`src/rtl/uart_pkg.sv`:
```
// uart_pkg: shared register map, CON flag positions and transmitter state encoding.
package uart_pkg;
    localparam logic [31:0] UART_TXD_ADDR = 32'h4000_0018;
    localparam logic [31:0] UART_CON_ADDR = 32'h4000_0020;
    localparam int CON_BUSY = 0;
    localparam int CON_FULL = 1;
    localparam int CON_OVR  = 2;
    localparam int CON_DONE = 3;
    typedef enum logic [1:0] {IDLE, START, DATA, STOP} tx_state_t;
    // Registers are word-aligned, so the byte offset bits never take part in decode.
    function automatic logic reg_hit(input logic [31:0] addr, input logic [31:0] base);
        return addr[31:2] == base[31:2];
    endfunction
endpackage

```
`src/rtl/uart_tx_periph_if.sv`:
```
// uart_tx_periph_if: data-memory bus seen by the UART peripheral.
interface uart_tx_periph_if;
    logic [31:0] addr;
    logic [31:0] wdata;
    logic [31:0] rdata;
    logic        memwrite;
    logic        memread;
    modport master (output addr, wdata, memwrite, memread, input rdata);
    modport slave  (input addr, wdata, memwrite, memread, output rdata);
endinterface

```
`src/rtl/uart_tx_fifo.sv`:
```
// uart_tx_fifo: synchronous FIFO; a push while full is rejected even if a pop happens in the same cycle.
module uart_tx_fifo #(
    parameter int DEPTH = 4,
    parameter int WIDTH = 8,
    parameter int AW    = $clog2(DEPTH)
) (
    input  logic             clk,
    input  logic             reset,
    input  logic             push,
    input  logic             pop,
    input  logic [WIDTH-1:0] din,
    output logic [WIDTH-1:0] dout,
    output logic             full,
    output logic             empty,
    output logic [AW:0]      count
);
    logic [WIDTH-1:0] mem [DEPTH];
    logic [AW-1:0]    wr_ptr;
    logic [AW-1:0]    rd_ptr;
    logic             do_push;
    logic             do_pop;

    assign full    = count == (AW + 1)'(DEPTH);
    assign empty   = count == '0;
    assign do_push = push && !full;
    assign do_pop  = pop && !empty;
    assign dout    = mem[rd_ptr];

    always_ff @(posedge clk) begin
        if (do_push) mem[wr_ptr] <= din;
    end

    always_ff @(posedge clk) begin
        if (reset) begin
            wr_ptr <= '0;
            rd_ptr <= '0;
            count  <= '0;
        end else begin
            wr_ptr <= wr_ptr + AW'(do_push);
            rd_ptr <= rd_ptr + AW'(do_pop);
            count  <= count + (AW + 1)'(do_push) - (AW + 1)'(do_pop);
        end
    end
endmodule

```
`src/rtl/uart_tx_periph.sv`:
```
// uart_tx_periph: memory-mapped 8N1 UART transmitter (TXD write, CON status).
// Define UART_TX_FIFO_EN to place a FIFO_DEPTH-entry FIFO in front of the shifter.
module uart_tx_periph
    import uart_pkg::*;
#(
    parameter int BAUD_DIV   = 434,
    parameter int FIFO_DEPTH = 4
) (
    input  logic            clk,
    input  logic            reset,
    uart_tx_periph_if.slave bus,
    output logic            tx,
    output logic            tx_done
);
    localparam logic [15:0] RELOAD = 16'(BAUD_DIV - 1);

    tx_state_t   state;
    logic [15:0] cnt;
    logic [2:0]  bit_idx;
    logic [7:0]  shreg;
    logic [7:0]  next_byte;
    logic [31:0] con;
    logic        ovr;
    logic        done;
    logic        busy;
    logic        full;
    logic        wr_txd;
    logic        rd_con;
    logic        wr_ok;
    logic        stop_end;
    logic        take;

    assign busy     = state != IDLE;
    assign wr_txd   = bus.memwrite && reg_hit(bus.addr, UART_TXD_ADDR);
    assign rd_con   = bus.memread && reg_hit(bus.addr, UART_CON_ADDR);
    assign wr_ok    = wr_txd && !full;
    assign stop_end = state == STOP && cnt == '0;

`ifdef UART_TX_FIFO_EN
    logic                         load;
    logic                         fifo_empty;
    logic [7:0]                   fifo_head;
    logic [$clog2(FIFO_DEPTH):0]  fifo_count;
    logic                         unused_bits;

    // An empty FIFO is bypassed so an idle line starts on the edge after the write.
    assign load      = state == IDLE || stop_end;
    assign take      = load && (!fifo_empty || wr_ok);
    assign next_byte = fifo_empty ? bus.wdata[7:0] : fifo_head;

    uart_tx_fifo #(.DEPTH(FIFO_DEPTH), .WIDTH(8)) u_fifo (
        .clk   (clk),
        .reset (reset),
        .push  (wr_ok && !(load && fifo_empty)),
        .pop   (load && !fifo_empty),
        .din   (bus.wdata[7:0]),
        .dout  (fifo_head),
        .full  (full),
        .empty (fifo_empty),
        .count (fifo_count)
    );
    assign unused_bits = &{1'b0, fifo_count, bus.wdata[31:8]};
`else
    localparam int unused_depth = FIFO_DEPTH;
    logic          unused_bits;

    assign full        = busy;
    assign take        = wr_ok;
    assign next_byte   = bus.wdata[7:0];
    assign unused_bits = &{1'b0, bus.wdata[31:8]};
`endif

    always_comb begin
        con           = '0;
        con[CON_BUSY] = busy;
        con[CON_FULL] = full;
        con[CON_OVR]  = ovr;
        con[CON_DONE] = done;
    end

    assign bus.rdata = (!reset && reg_hit(bus.addr, UART_CON_ADDR)) ? con : '0;

    // Sticky flags: a set in the same cycle as a CON read wins over the clear.
    always_ff @(posedge clk) begin
        if (reset) begin
            state   <= IDLE;
            tx      <= 1'b1;
            tx_done <= 1'b0;
            cnt     <= '0;
            bit_idx <= '0;
            shreg   <= '0;
            ovr     <= 1'b0;
            done    <= 1'b0;
        end else begin
            tx_done <= 1'b0;
            ovr     <= (wr_txd && full) || (ovr && !rd_con);
            done    <= stop_end || (done && !rd_con);
            case (state)
                IDLE: begin
                    if (take) begin
                        state <= START;
                        tx    <= 1'b0;
                        shreg <= next_byte;
                        cnt   <= RELOAD;
                    end
                end
                START: begin
                    if (cnt == '0) begin
                        state   <= DATA;
                        tx      <= shreg[0];
                        shreg   <= shreg >> 1;
                        bit_idx <= '0;
                        cnt     <= RELOAD;
                    end else begin
                        cnt <= cnt - 16'd1;
                    end
                end
                DATA: begin
                    if (cnt == '0) begin
                        state   <= bit_idx == 3'd7 ? STOP : DATA;
                        tx      <= bit_idx == 3'd7 ? 1'b1 : shreg[0];
                        shreg   <= shreg >> 1;
                        bit_idx <= bit_idx + 3'd1;
                        cnt     <= RELOAD;
                    end else begin
                        cnt <= cnt - 16'd1;
                    end
                end
                STOP: begin
                    if (cnt == '0) begin
                        tx_done <= 1'b1;
                        state   <= take ? START : IDLE;
                        tx      <= !take;
                        shreg   <= take ? next_byte : shreg;
                        cnt     <= take ? RELOAD : '0;
                    end else begin
                        cnt <= cnt - 16'd1;
                    end
                end
                default: state <= IDLE;
            endcase
        end
    end
endmodule
```
`src/flat_wrapper.sv`:
```
// flat-port wrapper written by rule: the top's interface ports become plain ports
module uart_tx_periph_flat import uart_pkg::*;
#(
    parameter int BAUD_DIV   = 434,
    parameter int FIFO_DEPTH = 4
)
  (clk, reset, tx, tx_done, bus_addr, bus_wdata, bus_memwrite, bus_memread, bus_rdata);
  uart_tx_periph_if bus_i ();
  input  logic clk;
  input  logic reset;
  output logic tx;
  output logic tx_done;
  input wire logic [$bits(bus_i.addr)-1:0] bus_addr;
  input wire logic [$bits(bus_i.wdata)-1:0] bus_wdata;
  input wire logic [$bits(bus_i.memwrite)-1:0] bus_memwrite;
  input wire logic [$bits(bus_i.memread)-1:0] bus_memread;
  output wire logic [$bits(bus_i.rdata)-1:0] bus_rdata;
  assign bus_i.addr = bus_addr;
  assign bus_i.wdata = bus_wdata;
  assign bus_i.memwrite = bus_memwrite;
  assign bus_i.memread = bus_memread;
  assign bus_rdata = bus_i.rdata;
  uart_tx_periph #(.BAUD_DIV(BAUD_DIV), .FIFO_DEPTH(FIFO_DEPTH)) u_core (.clk(clk), .reset(reset), .bus(bus_i), .tx(tx), .tx_done(tx_done));
endmodule
```
`config.mk`:
```
export PLATFORM = sky130hd
export DESIGN_NAME = uart_tx_periph_flat
export DESIGN_NICKNAME = d
export VERILOG_FILES = /design/src/rtl/uart_pkg.sv /design/src/rtl/uart_tx_periph_if.sv /design/src/rtl/uart_tx_fifo.sv /design/src/rtl/uart_tx_periph.sv /design/src/flat_wrapper.sv
export SDC_FILE = /design/constraint.sdc
export NUM_CORES = 1
export LEC_CHECK = 0
export CAP_MARGIN = 20
export CORE_ASPECT_RATIO = 0.8
export CORE_MARGIN = 1.5
export CORE_UTILIZATION = 39
export DETAILED_ROUTE_END_ITERATION = 16
export HOLD_SLACK_MARGIN = 0.15
export PLACE_DENSITY_LB_ADDON = 0.12
export SYNTH_ARGS = -nofsm -noshare
export SYNTH_HDL_FRONTEND = slang
export SYNTH_SLANG_ARGS = --single-unit
```
`constraint.sdc`:
```
create_clock -name clk -period 3.25 [get_ports clk]
set_input_delay 0.4875 -clock clk [delete_from_list [all_inputs] [get_ports clk]]
set_output_delay 0.4875 -clock clk [all_outputs]
set_load 0.01 [all_outputs]
```
# ---- After elaboration in Yosys (flattened, before gate mapping)
# Cells that the tools add are included.
# W data, S select, Z words.
dict set report totals {
  wordCells 72
  ff_bits 33
  output_inout_bits 34
}
dict set report op_classes {
  bitwise 1
  addsub 2
  n_reduce_logical 23
  n_eq_ne 11
  n_mux 27
}
# cell count
set ops {}
lappend ops {{$eq A30 B29 Y1 const B} 2}
lappend ops {{$mux W16} 3}
lappend ops {{$pmux W16 S3} 1}
lappend ops {{$mux W8} 3}
lappend ops {{$pmux W8 S3} 1}
lappend ops {{$logic_not A16 Y1} 1}
lappend ops {{$sub A16 B1 Y16 const B} 1}
lappend ops {{$mux W9} 1}
lappend ops {{$logic_and A1 B1 Y1} 8}
lappend ops {{$mux W1} 8}
lappend ops {{$mux W2} 4}
lappend ops {{$ne A2 B1 Y1 const B} 4}
lappend ops {{$pmux W2 S4} 1}
lappend ops {{$mux W3} 2}
lappend ops {{$pmux W3 S2} 1}
lappend ops {{$eq A2 B2 Y1 const B} 2}
lappend ops {{$logic_not A1 Y1} 4}
lappend ops {{$mux W4} 1}
lappend ops {{$pmux W1 S4} 1}
lappend ops {{$reduce_and A4 Y1} 1}
lappend ops {{$reduce_bool A2 Y1} 2}
lappend ops {{$reduce_or A2 Y1} 2}
lappend ops {{$add A3 B1 Y3 const B} 1}
lappend ops {{$eq A3 B3 Y1 const B} 1}
lappend ops {{other kinds (7)} 8}

# ---- Longest topological paths before layout
# Gate-level depths: netlist (run 1).
dict set report depth {
  word_depth 6
  depth_mapped 9
}

# ---- Least setup slack after synthesis (run 1)
# No wires, ideal clock.
dict set report synth_timing {
  kind {reg-to-reg}
  from {register u_core.cnt[0]}
  to {register u_core.cnt[4]}
  required_time_ns 3.110
  t_arrival_ns 2.322
  slack_ns 0.788
  period_less_slack_ns 2.462
  path_stages_with_launch 10
  n_path_buf 1
  path_cell_list {dfxtp_1 inv_1 ha_1 or3b_2 clkbuf_1 or3_1 or3_2 o22a_1 nand3_1 a41oi_1}
}
dict set report synth_between {
  elab_chain_cells 3
  elab_cells_between_ends 5
}
# element line_no
set synth_lines {}
lappend synth_lines {{from (decl)} uart_tx_periph.sv:18} ;# logic [15:0] cnt;
lappend synth_lines {{from (signal assigned)} uart_tx_periph.sv:115} ;# cnt <= cnt - 16'd1;
lappend synth_lines {{from (signal assigned)} uart_tx_periph.sv:126} ;# cnt <= cnt - 16'd1;
lappend synth_lines {{from (signal assigned)} uart_tx_periph.sv:135} ;# cnt <= take ? RELOAD : '0;
lappend synth_lines {{$sub A16 B1 Y16 or $logic_not A16 Y1 (tied branches)} --}
lappend synth_lines {{$mux W16, on equally long branches} {uart_tx_periph.sv:130, uart_tx_periph.sv:108, uart_tx_periph.sv:119}}
lappend synth_lines {{$pmux W16 S3 (*)} uart_tx_periph.sv:98} ;# case (state)
# Mark *: on every way between the ends. The rest lies on a longest branch, timed or not.
# A chain may end at the register's enable or synchronous reset.

# ---- Worst setup path after layout (run 1)
dict set report layout_timing {
  from {input bus_addr[18]}
  to {output bus_rdata[2]}
}
dict set report layout_between {
  elab_chain_cells 3
}
# element line_no
set layout_lines {}
lappend layout_lines {{from (decl)} flat_wrapper.sv:13} ;# input wire logic [$bits(bus_i.addr)-1:0] bus_addr;
lappend layout_lines {{$eq A30 B29 Y1} uart_pkg.sv:12} ;# return addr[31:2] == base[31:2];
lappend layout_lines {{$logic_and A1 B1 Y1} uart_tx_periph.sv:81} ;# assign bus.rdata = (!reset && reg_hit(bus.addr, UART_CON_ADDR)) ? con : '0;
lappend layout_lines {{$mux W4} uart_tx_periph.sv:81}
lappend layout_lines {{to (decl)} flat_wrapper.sv:17} ;# output wire logic [$bits(bus_i.rdata)-1:0] bus_rdata;
# No other way between the ends.

==> results.json, run 1 <==
{
  "io_buffers": 47,
  "diodes": 0,
  "grt_most_used_layer": "met2",
  "hold_buffers": 0,
  "finalHoldViolations": 0,
  "period_share_pct": 94.0,
  "cts_setup_buffers": 0,
  "fin_skew_ns": 0.00451,
  "slew_headroom_pct": 55.0,
  "clock_path_buffers": 2,
  "wire_per_inst_um": 12.6,
  "antenna_left": 0,
  "maxSlewViolCount": 0,
  "die_w_um": 84.0,
  "die_y_um": 67.8,
  "cts_tree": "built",
  "grt_use_met2_pct": 26.7,
  "path_class": "input port to output pin",
  "crit_fanout": 3,
  "cp-startpoint": "bus_addr[18]",
  "antenna_found_initial": 0,
  "nNetsFinal": 363,
  "grt_pass1_wl_mm": 7.56,
  "met1_usage_pct": 21.5,
  "crit_top_cell": "clkdlybuf4s50_1",
  "cellPowerDensity_mw_per_mm2": 727,
  "io_pins": 102,
  "synth_ff_type": "dfxtp_1",
  "grt_pass1_vias": 1636,
  "dp_hpwl_mm": 3.44,
  "setup_tns_ns": 0,
  "crit_arrival_ns": 2.57,
  "gp_congestion": 0.780,
  "hp-class": "flop to flop",
  "routed_wl_mm": 4.41,
  "holdCritStartpoint": "u_core.bit_idx[1]",
  "dr.pass1.iters": 4,
  "num_vias": 1741,
  "synth-edff-count": 0,
  "clock_latency_ns": 0.28,
  "groute.usage.overall_pct": 16.6,
  "cts_resized": 0,
  "tightest_slew_ns": 0.674,
  "synthCells": 235,
  "leakage_nw": 0.966,
  "rsz0062_at_grt": "false",
  "ys_warn_count": 0,
  "path_cells": "clkdlybuf4s50_1 > nor4_1 > nand4_1 > nor3_2 > nand3_1 > nor3b_1 > clkdlybuf4s50_1",
  "ys_types": 49,
  "clk_pin_slew_ns": 0.06,
  "avgViaCountPerCell": 4.99,
  "netlist_area_mm2": 0.00205,
  "required_ns": 2.76,
  "synthToLayoutAreaGrowth_pct": 25.5,
  "ys_seq_elements": 33,
  "max_freq_mhz": 327,
  "max-cap-violations": 0,
  "core_mm2": 0.00504,
  "status": "finished, final reports clean",
  "async_flop_share_pct": 0,
  "crit_slowest_cell": "clkdlybuf4s50_1",
  "cts_buffers": 5,
  "clkSinkCount": 33,
  "end_kind": "output pin",
  "die-area_mm2": 0.00570,
  "htreeDepth": 2,
  "drive_above_1_share_pct": 11.8,
  "use_met3_pct": 4.83,
  "total_power_mw": 1.87,
  "setup_viol": 0,
  "min_period_ns": 3.05,
  "slowest_delay_ns": 0.57,
  "synth_area_per_cell_um2": 8.72,
  "crit_path_start_kind": "input port",
  "initial_core_util_pct": 40.7,
  "peakVddDrop_v": 0.000461,
  "clock-root-buffer": "clkbuf_8",
  "fillers": 493,
  "grt_max_degree": 18,
  "grt_remaining_overflow": 0,
  "rows": 23,
  "drc": 0,
  "drtIter0Drc": 70,
  "ys_seq_area_share_pct": 32.3,
  "r2r_start": "u_core.cnt[4]"
}
-- cells in the final DEF, fill, tap and decap left out, types with 3 or more instances in the layout --
cell / synthesis / layout
nand4_1: 5 / 5
buf_4: 29 / 8
nand3_1: 4 / 4
clkdlybuf4s50_1: 0 / 47
ha_1: 9 / 9
inv_1: 5 / 5
xnor2_1: 4 / 4
o21ai_0: 9 / 9
nor2_1: 29 / 29
nor2_2: 3 / 3
mux2i_1: 9 / 9
a211oi_2: 3 / 3
a211oi_1: 6 / 6
conb_1: 1 / 28
nor3_1: 7 / 5
dfxtp_1: 33 / 33
nor3b_1: 3 / 3
nor4_1: 12 / 12
nand2_1: 13 / 13
xor2_1: 7 / 7
clkbuf_8: 1 / 5
a21oi_1: 7 / 7
-- worst max-delay path: cells and delay by family --
family / cells / cell delay [ns]
buffers and inverters: 2 / 0.97
and+or+nand+nor: 5 / 1.11
-- cells in the mapped netlist (2+ instances only) --
cell type,n,area [µm²]
mux2i_1,9,90.1
or4_4,2,22.5
a21oi_1,7,35.0
nor2_2,3,18.8
a211oi_2,3,37.5
nand3_1,4,20.0
xor2_1,7,61.3
nor3_1,7,35.0
buf_4,29,218
a211oi_1,6,45.0
inv_1,5,18.8
or3_1,2,12.5
clkbuf_1,5,18.8
nor4_1,12,75.1
ha_1,9,113
nor4b_1,2,17.5
nor2_1,29,109
nand4_1,5,31.3
o21ai_0,9,45.0
dfxtp_1,33,661
xnor2_1,4,35.0
nand2_1,13,48.8
nor3b_1,3,22.5
nand4b_1,2,17.5
-- registers in the layout, summed over array words and instances (netlist names) --
register        flops
u_core.state        2
u_core.tx           1
u_core.tx_done      1
u_core.cnt         16
u_core.bit_idx      3
u_core.ovr          1
u_core.done         1
u_core.shreg        8
-- final timing paths --
check | to | depth (start not counted) | slack (ns)
max | bus_rdata[2] | 7 | 0.20
min | u_core.bit_idx[1] | 2 | 0.46
max reg2reg | u_core.cnt[4] | 6 | 0.60
min reg2reg | u_core.bit_idx[1] | 2 | 0.46
-- area by class of cell --
| type | count | area (µm²) | area share (%) |
|---|---|---|---|
| well taps | 62 | 77.6 | 3.02 |
| clock buffers | 6 | 72.6 | 2.82 |
| multi-input cells | 186 | 1200 | 46.7 |
| inverters | 5 | 18.8 | 0.730 |
| clock inverters | 2 | 10.0 | 0.389 |
| repair buffers | 55 | 531 | 20.6 |
| flip-flops and latches | 33 | 661 | 25.7 |
-- report_power, final --
group          internal, mW  leakage, nW  total, mW  switching, mW
registers             0.499        0.267      0.590         0.0911
clock network         0.148       0.0450      0.294          0.146
logic                 0.458        0.654      0.985          0.527
total                  1.11        0.966       1.87          0.764
-- routing by layer --
metal	vias to the layer above	routed length, µm
met1	780	2160
met3	7	339
met4	0	67
met5	-	0
met2	61	1840
li1	893	-
-- cells by family after synthesis --
group                    synth area share (%)
AO/OA/AOI/OAI                            14.0
flip-flops                               32.3
adder cells (fa/ha/maj)                  5.50
multiplexers                             4.40
other                                   0.183
buffers and inverters                    14.5
XOR/XNOR                                 4.70
AND/OR/NAND/NOR                          24.4
-- stage by stage --
step | instances | instance area [µm²] | utilization (%) | hold slack (ns) | setup WS (ns)
floorplan | 262 | 2150 | - | 0.436 | 0.788
CTS | 349 | 2560 | 50.9 | 0.463 | 0.0246
global placement | 341 | 2480 | 49.2 | 0.445 | 0.0733
finish | 349 | 2570 | 51.1 | 0.460 | 0.195
global route | 349 | 2570 | 51.1 | 0.492 | 0.00302
detailed placement | 341 | 2480 | 49.2 | 0.454 | 0.0406
(Power assumes the default switching activity.)
==> run 2, diff against run 1 <==
--- a/config.mk
+++ b/config.mk
@@ -9,9 +9,10 @@
 export CORE_ASPECT_RATIO = 0.8
 export CORE_MARGIN = 1.5
 export CORE_UTILIZATION = 39
+export CTS_CLUSTER_SIZE = 20
 export DETAILED_ROUTE_END_ITERATION = 16
 export HOLD_SLACK_MARGIN = 0.15
-export PLACE_DENSITY_LB_ADDON = 0.12
+export PLACE_DENSITY = 0.85
 export SYNTH_ARGS = -nofsm -noshare
 export SYNTH_HDL_FRONTEND = slang
 export SYNTH_SLANG_ARGS = --single-unit
==> results.json, run 2 (synthesis gave the netlist of run 1 again) <==
{
  "hp-class": "flop to flop",
  "cts_buffers": 5,
  "mostFrequentLayoutCells": "clkdlybuf4s50_1, dfxtp_1, nor2_1, conb_1, nand2_1",
  "path_cells": "clkdlybuf4s50_1 > nor4b_1 > nand2_1 > nor3_2 > nand3_1 > nor3b_1 > clkdlybuf4s50_1",
  "grt_pass1_wl_mm": 7.52,
  "clock-root-buffer": "clkbuf_8",
  "avgViaCountPerCell": 5.24,
  "drive_above_1_share_pct": 11.3,
  "tightest_slew_ns": 0.687,
  "setup_viol": 0,
  "wire_per_inst_um": 13.5,
  "place_ws_ns": -0.00647,
  "antenna_left": 0,
  "rows": 23,
  "num_vias": 1804,
  "critical_path.top_delay_family": "simple AND/OR/NAND/NOR gates",
  "p_switching_mw": 0.780,
  "max-cap-violations": 0,
  "fin_skew_ns": 0.00938,
  "dp_hpwl_mm": 3.47,
  "die_w_um": 84.0,
  "min_period_ns": 3.16,
  "fillers": 467,
  "initial_core_util_pct": 40.7,
  "status": "finished, final reports clean",
  "largest_reg_flops": 16,
  "reg_top3": "u_core.cnt: 16 flops, u_core.shreg: 8 flops, u_core.bit_idx: 3 flops",
  "slowest_delay_ns": 0.57,
  "drc": 0,
  "io_buffers": 47,
  "required_ns": 2.76,
  "finalWorstSetupSlack_ns": 0.0889,
  "crit_top_cell": "clkdlybuf4s50_1",
  "total_power_mw": 1.83,
  "dr.pass1.iters": 4,
  "leakage_nw": 0.966,
  "layout_commonest_cell": "clkdlybuf4s50_1",
  "clock_path_buffers": 2,
  "htreeDepth": 2,
  "end_kind": "output pin",
  "synthToLayoutAreaGrowth_pct": 24.7,
  "peakVddDrop_v": 0.000386,
  "maxSlewViolCount": 0,
  "fin_util_pct": 50.7,
  "combPwrFrac_pct": 52.3,
  "postLayoutCellArea_mm2": 0.00255,
  "crit_slowest_cell": "clkdlybuf4s50_1",
  "nNetsFinal": 360,
  "antenna_found_initial": 0,
  "core_mm2": 0.00504,
  "crit_fanout": 4,
  "die_y_um": 67.8,
  "p_sw_share_pct": 42.5,
  "drtIter0Drc": 85,
  "clk_pin_slew_ns": 0.06,
  "die-area_mm2": 0.00570,
  "grt_pass1_vias": 1669,
  "max_freq_mhz": 316,
  "fin_cells": 344,
  "clkSinkCount": 33,
  "grt_remaining_overflow": 0,
  "largest-register": "u_core.cnt",
  "p_clk_share_pct": 15.2,
  "grt_max_degree": 19,
  "cellPowerDensity_mw_per_mm2": 718,
  "dpl.cell_count": 338,
  "groute.usage.overall_pct": 16.6,
  "pwr-share-seq_pct": 32.4,
  "io_pins": 102,
  "path_class": "input port to output pin",
  "cts_tree": "built",
  "crit_arrival_ns": 2.67,
  "finalHoldViolations": 0,
  "postPlaceCellArea_mm2": 0.00246,
  "gp_congestion": 0.803,
  "slew_headroom_pct": 54.2,
  "crit_buf_inv": 2,
  "crit_path_start_kind": "input port",
  "clock_latency_ns": 0.28,
  "routed_wl_mm": 4.65,
  "intPower_mw": 1.05,
  "diodes": 0,
  "period_share_pct": 97.3
}
## run 2: changes by cell type in the layout (fill, tap and decap cells not counted), sizes merged
cell	previous run	this run
clkdlybuf4s50	47	46
clkbuf	6	5
clkinv	2	1
buf	8	5
dlymetal6s2s	0	1
## run 2: per-stage QoR
stage	hold slack (ns)	setup TNS, ns
global placement	0.445	0
global route	0.489	-0.0280
detailed placement	0.462	-0.0108
finish	0.467	0
floorplan	0.436	0
CTS	0.470	0
## run 2: path summary, 6_finish.rpt
path / cells past startpoint / from / to / slack, ns
setup reg to reg: 6 / u_core.cnt[12] / u_core.shreg[5] / 0.53
setup / recovery: 7 / bus_addr[28] / bus_rdata[2] / 0.09
hold reg to reg: 2 / u_core.bit_idx[1] / u_core.bit_idx[1] / 0.47
hold / removal: 2 / u_core.bit_idx[1] / u_core.bit_idx[1] / 0.47
## run 2: power groups by stage
stage               logic (mW)  clock network [mW]  registers (mW)
floorplan                0.780                   0           0.579
global placement         0.906                   0           0.593
detailed placement       0.949                   0           0.600
CTS                      0.953               0.286           0.593
global route              1.06               0.305           0.608
finish                   0.960               0.279           0.595
## run 2: timing repair
action / CTS / global route
hold buffers: 0 / 0
endpoints found under the setup margin: 2 / 4
pin swaps: 0 / 3
buffers inserted: 0 / 0
endpoints found under the hold margin: 0 / 0
gates cloned: 0 / 0
resized for setup: 1 / 4
## run 2: final cells by class
class | count | area (µm²) | area share (%)
Multi-Input combinational cell | 186 | 1210 | 47.5
Sequential cell | 33 | 661 | 25.9
Timing Repair Buffer | 52 | 510 | 20.0
Tap cell | 62 | 77.6 | 3.04
Clock buffer | 5 | 68.8 | 2.69
Inverter | 5 | 18.8 | 0.735
Clock inverter | 1 | 5.00 | 0.196
## run 2: routing by layer
layer	share of wire (%)	wire (µm)	GRT usage, %	vias up
li1	-	-	-	882
met1	43	2000	18.9	843
met2	48	2220	29.9	74
met3	8.4	389	5.67	5
met4	0.86	40	5.12	0
met5	0	0	0	-
## run 2: tightest hold or removal path: stages (launching register included)
cell	delay [ns]
dfxtp_1	0.31
nand2_1	0.06
a21oi_1	0.05
==> run 3, diff against run 2 <==
--- a/config.mk
+++ b/config.mk
@@ -6,7 +6,7 @@
 export NUM_CORES = 1
 export LEC_CHECK = 0
 export CAP_MARGIN = 20
-export CORE_ASPECT_RATIO = 0.8
+export CORE_ASPECT_RATIO = 1.5
 export CORE_MARGIN = 1.5
 export CORE_UTILIZATION = 39
 export CTS_CLUSTER_SIZE = 20
==> constraint.sdc (replaced) <==
create_clock -name clk -period 3.25 [get_ports clk]
set_input_delay 0.4875 -clock clk [delete_from_list [all_inputs] [get_ports clk]]
set_output_delay 0.4875 -clock clk [all_outputs]
set_load 0.005 [all_outputs]
==> results.json, run 3 (synthesis gave the netlist of run 1 again) <==
{
  "end_kind": "output pin",
  "min_period_ns": 3.10,
  "fin_util_pct": 50.8,
  "cts_setup_buffers": 0,
  "min_path_cells": 2,
  "cts_buffers": 5,
  "die_w_um": 62.2,
  "crit_path_start_kind": "input port",
  "cp_num_cells": 7,
  "clock_path_buffers": 2,
  "synthToLayoutAreaGrowth_pct": 26.1,
  "gp_congestion": 0.787,
  "status": "finished, final reports clean",
  "clock-root-buffer": "clkbuf_8",
  "grt_pass1_wl_mm": 7.44,
  "wire_per_inst_um": 13.0,
  "die_y_um": 91.8,
  "routed_wl_mm": 4.57,
  "p_switching_mw": 0.784,
  "fin_cells": 353,
  "crit_buf_inv": 2,
  "groute.usage.overall_pct": 16.0,
  "diodes": 0,
  "setup_viol": 0,
  "peakVddDrop_v": 0.000462,
  "mostFrequentLayoutCells": "clkdlybuf4s50_1, dfxtp_1, nor2_1, conb_1, nand2_1",
  "layout_commonest_cell": "clkdlybuf4s50_1",
  "required_ns": 2.76,
  "p_clk_share_pct": 18.5,
  "leakage_nw": 0.966,
  "htreeDepth": 2,
  "grt_remaining_overflow": 0,
  "drive_above_1_share_pct": 11.6,
  "grt_pass1_vias": 1684,
  "slowest_delay_ns": 0.56,
  "fillers": 490,
  "clk_pin_slew_ns": 0.07,
  "maxSlewViolCount": 0,
  "hold_buffers": 0,
  "initial_core_util_pct": 40.3,
  "io_pins": 102,
  "critical_path.top_delay_family": "simple AND/OR/NAND/NOR gates",
  "finalHoldViolations": 0,
  "path_class": "input port to output pin",
  "p_sw_share_pct": 41.5,
  "drtIter0Drc": 80,
  "antenna_left": 0,
  "dpl.cell_count": 345,
  "rows": 32,
  "tightest_slew_ns": 0.662,
  "avgViaCountPerCell": 4.95,
  "max_freq_mhz": 323,
  "drc": 0,
  "die-area_mm2": 0.00570,
  "crit_fanout": 3,
  "worst-r2r-cell-count": 6,
  "intPower_mw": 1.10,
  "reg_top3": "u_core.cnt: 16 flops, u_core.shreg: 8 flops, u_core.bit_idx: 3 flops",
  "largest_reg_flops": 16,
  "fin_skew_ns": 0.00325,
  "max-cap-violations": 0,
  "slew_headroom_pct": 55.9,
  "combPwrFrac_pct": 50.1,
  "clkSinkCount": 33,
  "crit_top_cell": "clkdlybuf4s50_1",
  "crit_arrival_ns": 2.61,
  "finalWorstSetupSlack_ns": 0.150,
  "antenna_found_initial": 0,
  "cts_tree": "built",
  "pwr-share-seq_pct": 31.4,
  "period_share_pct": 95.4,
  "hp-class": "flop to flop",
  "cellPowerDensity_mw_per_mm2": 731,
  "io_buffers": 47,
  "place_ws_ns": 0.0901,
  "grt_max_degree": 22,
  "num_vias": 1747,
  "dp_hpwl_mm": 3.38,
  "nNetsFinal": 361,
  "largest-register": "u_core.cnt",
  "clock_latency_ns": 0.29,
  "core_mm2": 0.00508,
  "dr.pass1.iters": 4,
  "hold_slack_ns": 0.473,
  "crit_slowest_cell": "clkdlybuf4s50_1",
  "path_cells": "clkdlybuf4s50_1 > nor4_1 > nand4_1 > nor3_2 > nand3_1 > nor3_1 > clkdlybuf4s50_1"
}
## run 3: area by class of cell
class | count | area [µm²] | share of cell area (%)
clock buffers | 7 | 96.3 | 3.73
clock inverters | 1 | 5.00 | 0.194
inverters | 5 | 18.8 | 0.727
multi-input cells | 186 | 1200 | 46.5
flip-flops and latches | 33 | 661 | 25.6
well taps | 68 | 85.1 | 3.29
repair buffers | 53 | 515 | 20.0
## run 3: final timing paths
check	from	to	slack, ns
setup / recovery	bus_addr[17]	bus_rdata[1]	0.15
hold / removal	u_core.bit_idx[0]	u_core.bit_idx[0]	0.47
setup reg to reg	u_core.cnt[12]	u_core.shreg[6]	0.57
hold reg to reg	u_core.bit_idx[0]	u_core.bit_idx[0]	0.47
## run 3: metal layers
| layer | vias to the layer above | wire [µm] | GRT usage [%] |
|---|---|---|---|
| li1 | 886 | - | - |
| met1 | 814 | 1900 | 17.4 |
| met2 | 41 | 2440 | 29.5 |
| met3 | 6 | 172 | 4.17 |
| met4 | 0 | 64 | 5.93 |
| met5 | - | 0 | 0 |
## run 3: worst reg2reg max path, delay by kind of cell, from the launching register on
kind | cells | cell delay [ns]
compound gates | 2 | 0.57
simple gates | 4 | 1.70
flops | 1 | 0.33
## run 3: repair_timing
| action | 4_1_cts | 5_1_grt |
|---|---|---|
| endpoints found under the setup margin | 0 | 4 |
| endpoints found under the hold margin | 0 | 0 |
| gates resized for setup | 0 | 2 |
## run 3: metrics by stage
step,power [mW],setup TNS (ns),cell area (µm²)
after CTS,1.89,0,2570
final,1.89,0,2580
after detailed placement,1.54,0,2470
after floorplan,1.35,0,2150
after global placement,1.50,0,2470
after global routing,2.01,-0.00915,2580
## run 3: power groups by stage
stage          sequential (mW)  clock (mW)  combinational (mW)
2_1_floorplan            0.578           0               0.772
3_3_place_gp             0.592           0               0.904
3_5_place_dp             0.597           0               0.940
4_1_cts                  0.591       0.354               0.942
5_1_grt                  0.608       0.374                1.03
6_report                 0.592       0.350               0.946
